[config.mk]
export PLATFORM = sky130hd
export DESIGN_NAME = seg_scan_ctrl
export DESIGN_NICKNAME = d
export VERILOG_FILES = /design/src/rtl/seg_scan_ctrl.sv
export SDC_FILE = /design/constraint.sdc
export NUM_CORES = 1
export LEC_CHECK = 0
export ABC_AREA = 1
export CAP_MARGIN = 20
export CORE_ASPECT_RATIO = 1.75
export CORE_MARGIN = 1.5
export CORE_UTILIZATION = 29
export DETAILED_ROUTE_END_ITERATION = 16
export SLEW_MARGIN = 5
export SYNTH_ARGS = -nofsm -noshare
export SYNTH_HDL_FRONTEND = slang
export SYNTH_SLANG_ARGS = --single-unit
[constraint.sdc]
create_clock -name clk -period 3.3 [get_ports clk]
set_clock_uncertainty 0.1 [all_clocks]
set_input_delay 0.99 -clock clk [delete_from_list [all_inputs] [get_ports clk]]
set_output_delay 0.99 -clock clk [all_outputs]
set_load 0.01 [all_outputs]
[src/rtl/seg_scan_ctrl.sv]
// seg_scan_ctrl: four-digit multiplexed 7-segment scan controller.
// Each digit owns a CLK_DIV-cycle slot. The first BLANK_CYC cycles of every
// slot are blanked for anti-ghosting. New display data is staged in a
// pending register and becomes active only at frame boundaries.
// Optional build macro: SEG_ZERO_BLANK_EN (leading-zero suppression).
module seg_scan_ctrl #(
  parameter int unsigned CLK_DIV   = 50000,
  parameter int unsigned BLANK_CYC = 500
) (
  input  logic        clk,
  input  logic        rst,
  input  logic [15:0] din,
  input  logic [3:0]  dp_in,
  input  logic        din_valid,
  output logic [3:0]  data_disp,
  output logic [3:0]  sel,
  output logic        dp,
  output logic        frame_start
);

  localparam int unsigned DIV_W = (CLK_DIV > 1) ? $clog2(CLK_DIV) : 1;
  localparam logic [DIV_W-1:0] DIV_LAST  = DIV_W'(CLK_DIV - 1);
  localparam logic [DIV_W-1:0] BLANK_LIM = DIV_W'(BLANK_CYC);

  logic [DIV_W-1:0] div_q, div_d;
  logic [1:0]       idx_q, idx_d;
  logic [15:0]      act_val_q, act_val_d;
  logic [3:0]       act_dp_q, act_dp_d;
  logic [15:0]      pend_val_q, pend_val_d;
  logic [3:0]       pend_dp_q, pend_dp_d;
  logic             pend_flag_q, pend_flag_d;
  logic [3:0]       sel_q, sel_d;
  logic [3:0]       data_disp_q, data_disp_d;
  logic             dp_q, dp_d;
  logic             frame_start_q, frame_start_d;

  logic             tick;
  logic             boundary;
  logic             blank;
  logic [3:0]       en;

  // Slot timing, digit index and pending/active data staging
  always_comb begin
    tick     = (div_q == DIV_LAST);
    boundary = tick && (idx_q == 2'd3);
    div_d    = tick ? '0 : div_q + 1'b1;
    idx_d    = tick ? idx_q + 2'd1 : idx_q;

    act_val_d   = act_val_q;
    act_dp_d    = act_dp_q;
    pend_val_d  = pend_val_q;
    pend_dp_d   = pend_dp_q;
    pend_flag_d = pend_flag_q;

    if (boundary) begin
      // A strobe landing on the boundary bypasses pending so it is shown in
      // the very next digit-0 slot; any older pending value is superseded.
      if (din_valid) begin
        act_val_d = din;
        act_dp_d  = dp_in;
      end else if (pend_flag_q) begin
        act_val_d = pend_val_q;
        act_dp_d  = pend_dp_q;
      end
      pend_flag_d = 1'b0;
    end else if (din_valid) begin
      pend_val_d  = din;
      pend_dp_d   = dp_in;
      pend_flag_d = 1'b1;
    end
  end

  // Next values of the registered display outputs, from this cycle's state
  always_comb begin
    blank = (div_q < BLANK_LIM);
    en    = 4'b0001 << idx_q;
`ifdef SEG_ZERO_BLANK_EN
    begin
      logic [3:0] lead;
      lead    = '0;
      lead[3] = (act_val_q[15:12] == 4'h0) && !act_dp_q[3];
      lead[2] = (act_val_q[15:8]  == 8'h0) && !act_dp_q[2];
      lead[1] = (act_val_q[15:4]  == 12'h0) && !act_dp_q[1];
      en      = en & ~lead;
    end
`endif
    sel_d         = blank ? '1 : ~en;
    data_disp_d   = act_val_q[{idx_q, 2'b00} +: 4];
    dp_d          = (sel_d == 4'hF) ? 1'b0 : act_dp_q[idx_q];
    frame_start_d = boundary;
  end

  // State and output registers with synchronous reset
  always_ff @(posedge clk) begin
    if (rst) begin
      div_q         <= '0;
      idx_q         <= '0;
      act_val_q     <= '0;
      act_dp_q      <= '0;
      pend_val_q    <= '0;
      pend_dp_q     <= '0;
      pend_flag_q   <= 1'b0;
      sel_q         <= '1;
      data_disp_q   <= '0;
      dp_q          <= 1'b0;
      frame_start_q <= 1'b0;
    end else begin
      div_q         <= div_d;
      idx_q         <= idx_d;
      act_val_q     <= act_val_d;
      act_dp_q      <= act_dp_d;
      pend_val_q    <= pend_val_d;
      pend_dp_q     <= pend_dp_d;
      pend_flag_q   <= pend_flag_d;
      sel_q         <= sel_d;
      data_disp_q   <= data_disp_d;
      dp_q          <= dp_d;
      frame_start_q <= frame_start_d;
    end
  end

  assign sel         = sel_q;
  assign data_disp   = data_disp_q;
  assign dp          = dp_q;
  assign frame_start = frame_start_q;

endmodule

==> out/metrics.yaml <==
synth-edff-count: 0
rsz0062_at_grt: "no"
yosys_most_used_dff: "dfxtp_1"
holdPathEnd: "div_q[0]$_SDFF_PP0_"
hpwl_um: 5600
drtIter0Drc: 139
synth_nets: 533
grt_first_pass_wirelength_um: 13700
nNetsFinal: 551
ctsHoldBuffers: 0
pin_count: 33
worst_pin_slew_ps: 626
p_switching_w: 0.000442
place_ws_ps: 624
hold_viol_final: 0
yosysMostFrequentCell: "nor2_1"
synth.cell_area_mm2: 0.00342
track_usage_pct: 13.7
wl_per_cell_um: 11.9
pwr-share-seq_pct: 44.7
ctsLongestPathBuffers: 2
status: "finished with violations"
intPower_w: 0.00149
async_reset_ff_share_pct: 0
ys_ff_latch: 69
synth_common_cells: "112 x nor2_1, 94 x nand2_1, 69 x dfxtp_1"
drive_above_1_share_pct: 5.88
rr_worst_depth: 10
grt_max_degree: 47
cts_buffers: 9
fin_util_pct: 35.6
worstPathRequired_ps: 3430
clk_latency_ps: 340
min_period_over_period_pct: 69.3
num_antenna_cells: 0
first_pass_iters: 11
cts_setup_buffers: 0
p_sw_share_pct: 22.8
finalNonFillerCells: 662
path_max_fanout: 16
holdCritStartpoint: "div_q[0]$_SDFF_PP0_"
post-route-drc-count: 6
clkSinkCount: 69
io_buffers: 32
routed_wl_um: 7850
yosys_warnings: 0
hold_depth: 1
yosys.cell_types.count: 25
synth_top_cell_by_area: "dfxtp_1"
rrSetupSlack_ps: 1390
clock-root-buffer: "clkbuf_16"
setup_viol_count_final: 0
r2r-start: "div_q[0]$_SDFF_PP0_"
cellLeakagePower_nw: 1.65
core-area_mm2: 0.0115
setup_ws_ps: 1010
areaGrowthSynthToFinish_pct: 20.0
layout_min_cycle_time_ps: 2290
final-max-slew-violation-count: 0
placedCellCount: 647
tritoncts: "yes"
rows: 52
r2r_end: "div_q[11]$_SDFF_PP0_"
grt_pass1_vias: 3032
seq_area_frac_synth_pct: 40.4
violations: "design-rule violations"
vdd_drop_max_mv: 0.200
fmax_mhz: 437
worstSetupPathType: "primary input to flip-flop"
vias_per_cell: 4.68
end_kind: "flip-flop"
fin_setup_tns_ps: 0
netlist_top_cells_area: "dfxtp_1 40%, nor2_1 12%, nand2_1 10%"
syn-instance-count: 505
p_clk_share_pct: 48.2
slew_headroom_pct: 57.9
cts_max_level: 3
syn_area_per_cell_um2: 6.77
path_clk_slew_ps: 50
fillers: 1226
antenna_found_initial: 0
die_area_mm2: 0.0125
drtAntennaViolNets: 0
start_kind: "primary input"
start_util_pct: 29.7
hold_class: "flip-flop to flip-flop"
die_h_um: 147
die_x_um: 85.1
cap_viol_max_count: 0
critPathArrivalTime_ps: 2420
grt_overflow_total: 0
via_count: 3098
p_comb_share_pct: 7.1
synth_top_area_share_pct: 40.4
gp_congestion: 0.856
post_cts_resize_count: 0
power_density_mw_per_mm2: 472
-- sequential cells by signal, summed over array words and instances (netlist names) --
register / count
act_dp_q: 4
act_val_q: 16
data_disp: 4
div_q: 16
dp: 1
frame_start: 1
idx_q: 2
pend_dp_q: 4
pend_flag_q: 1
pend_val_q: 16
sel: 4
-- cell type report --
type	instances	area [um2]	share of cell area, %
inverter	46	173	4.21
clock inverter	5	52.6	1.28
clock buffer	10	229	5.58
tap	135	169	4.12
multi-input combinational	359	1720	41.9
sequential	69	1380	33.7
timing repair buffer	38	378	9.21
-- worst max path at each step --
stage / start / to / slack (ps) / cells after the start
CTS: rst / div_q[11]$_SDFF_PP0_ / 980 / 6
detailed placement: rst / div_q[11]$_SDFF_PP0_ / 620 / 6
finish: rst / div_q[11]$_SDFF_PP0_ / 1010 / 6
global route: din_valid / act_val_q[3]$_SDFFE_PP0P_ / 860 / 8
global placement: rst / div_q[11]$_SDFF_PP0_ / 680 / 6
floorplan: din_valid / act_val_q[5]$_SDFFE_PP0P_ / 1260 / 7
-- through the flow --
step	power, W	hold WS [ps]	area (um2)
global placement	0.00102	328	3820
detailed placement	0.00102	339	3820
global route	0.00202	375	4100
floorplan	0.000974	317	3420
finish	0.00194	352	4100
CTS	0.00196	352	4100
-- routing by layer --
layer	global-route usage (%)	part of all wire, %	vias to the layer above	wire, um
met5	0	0	-	0
met3	2.88	3.8	17	295
met1	14.8	42	1357	3310
met2	23.8	51	71	4030
met4	8.44	2.7	0	208
li1	-	-	1653	-
-- power groups by stage --
stage / combinational, W / clock [W] / sequential (W)
floorplan: 0.0000938 / 0 / 0.000880
global placement: 0.000136 / 0 / 0.000883
detailed placement: 0.000138 / 0 / 0.000883
CTS: 0.000139 / 0.000956 / 0.000865
global route: 0.000156 / 0.000992 / 0.000868
finish: 0.000137 / 0.000934 / 0.000866
-- critical path, cell delays in order --
cell,delay (ps)
clkdlybuf4s50_1,660
inv_1,100
nand2_1,460
inv_1,70
o21ai_0,90
nor2_1,50
-- cells in the final DEF, fill, tap and decap left out, types with 5 or more instances in the layout --
cell and n:
inv_1 43, dfxtp_1 69, nand3_1 35, nor2_1 112, nand4_1 25, nor3_1 6
nand2_1 94, buf_4 5, ha_1 5, a21oi_1 32, clkbuf_16 9, clkdlybuf4s50_1 32
o21ai_0 13, o21a_1 21
-- cell families (layout without fill, tap and decap cells) --
family,count (synthesis),in the layout,share of synthesized area [%]
AO/OA/AOI/OAI,67,67,11.4
XOR/XNOR,5,5,1.28
flip-flops,69,69,40.4
buffers and inverters,77,99,9.26
AND/OR/NAND/NOR,282,282,35.8
adder cells (fa/ha/maj),5,5,1.83
No activity file was read; power rests on OpenSTA's default activity.
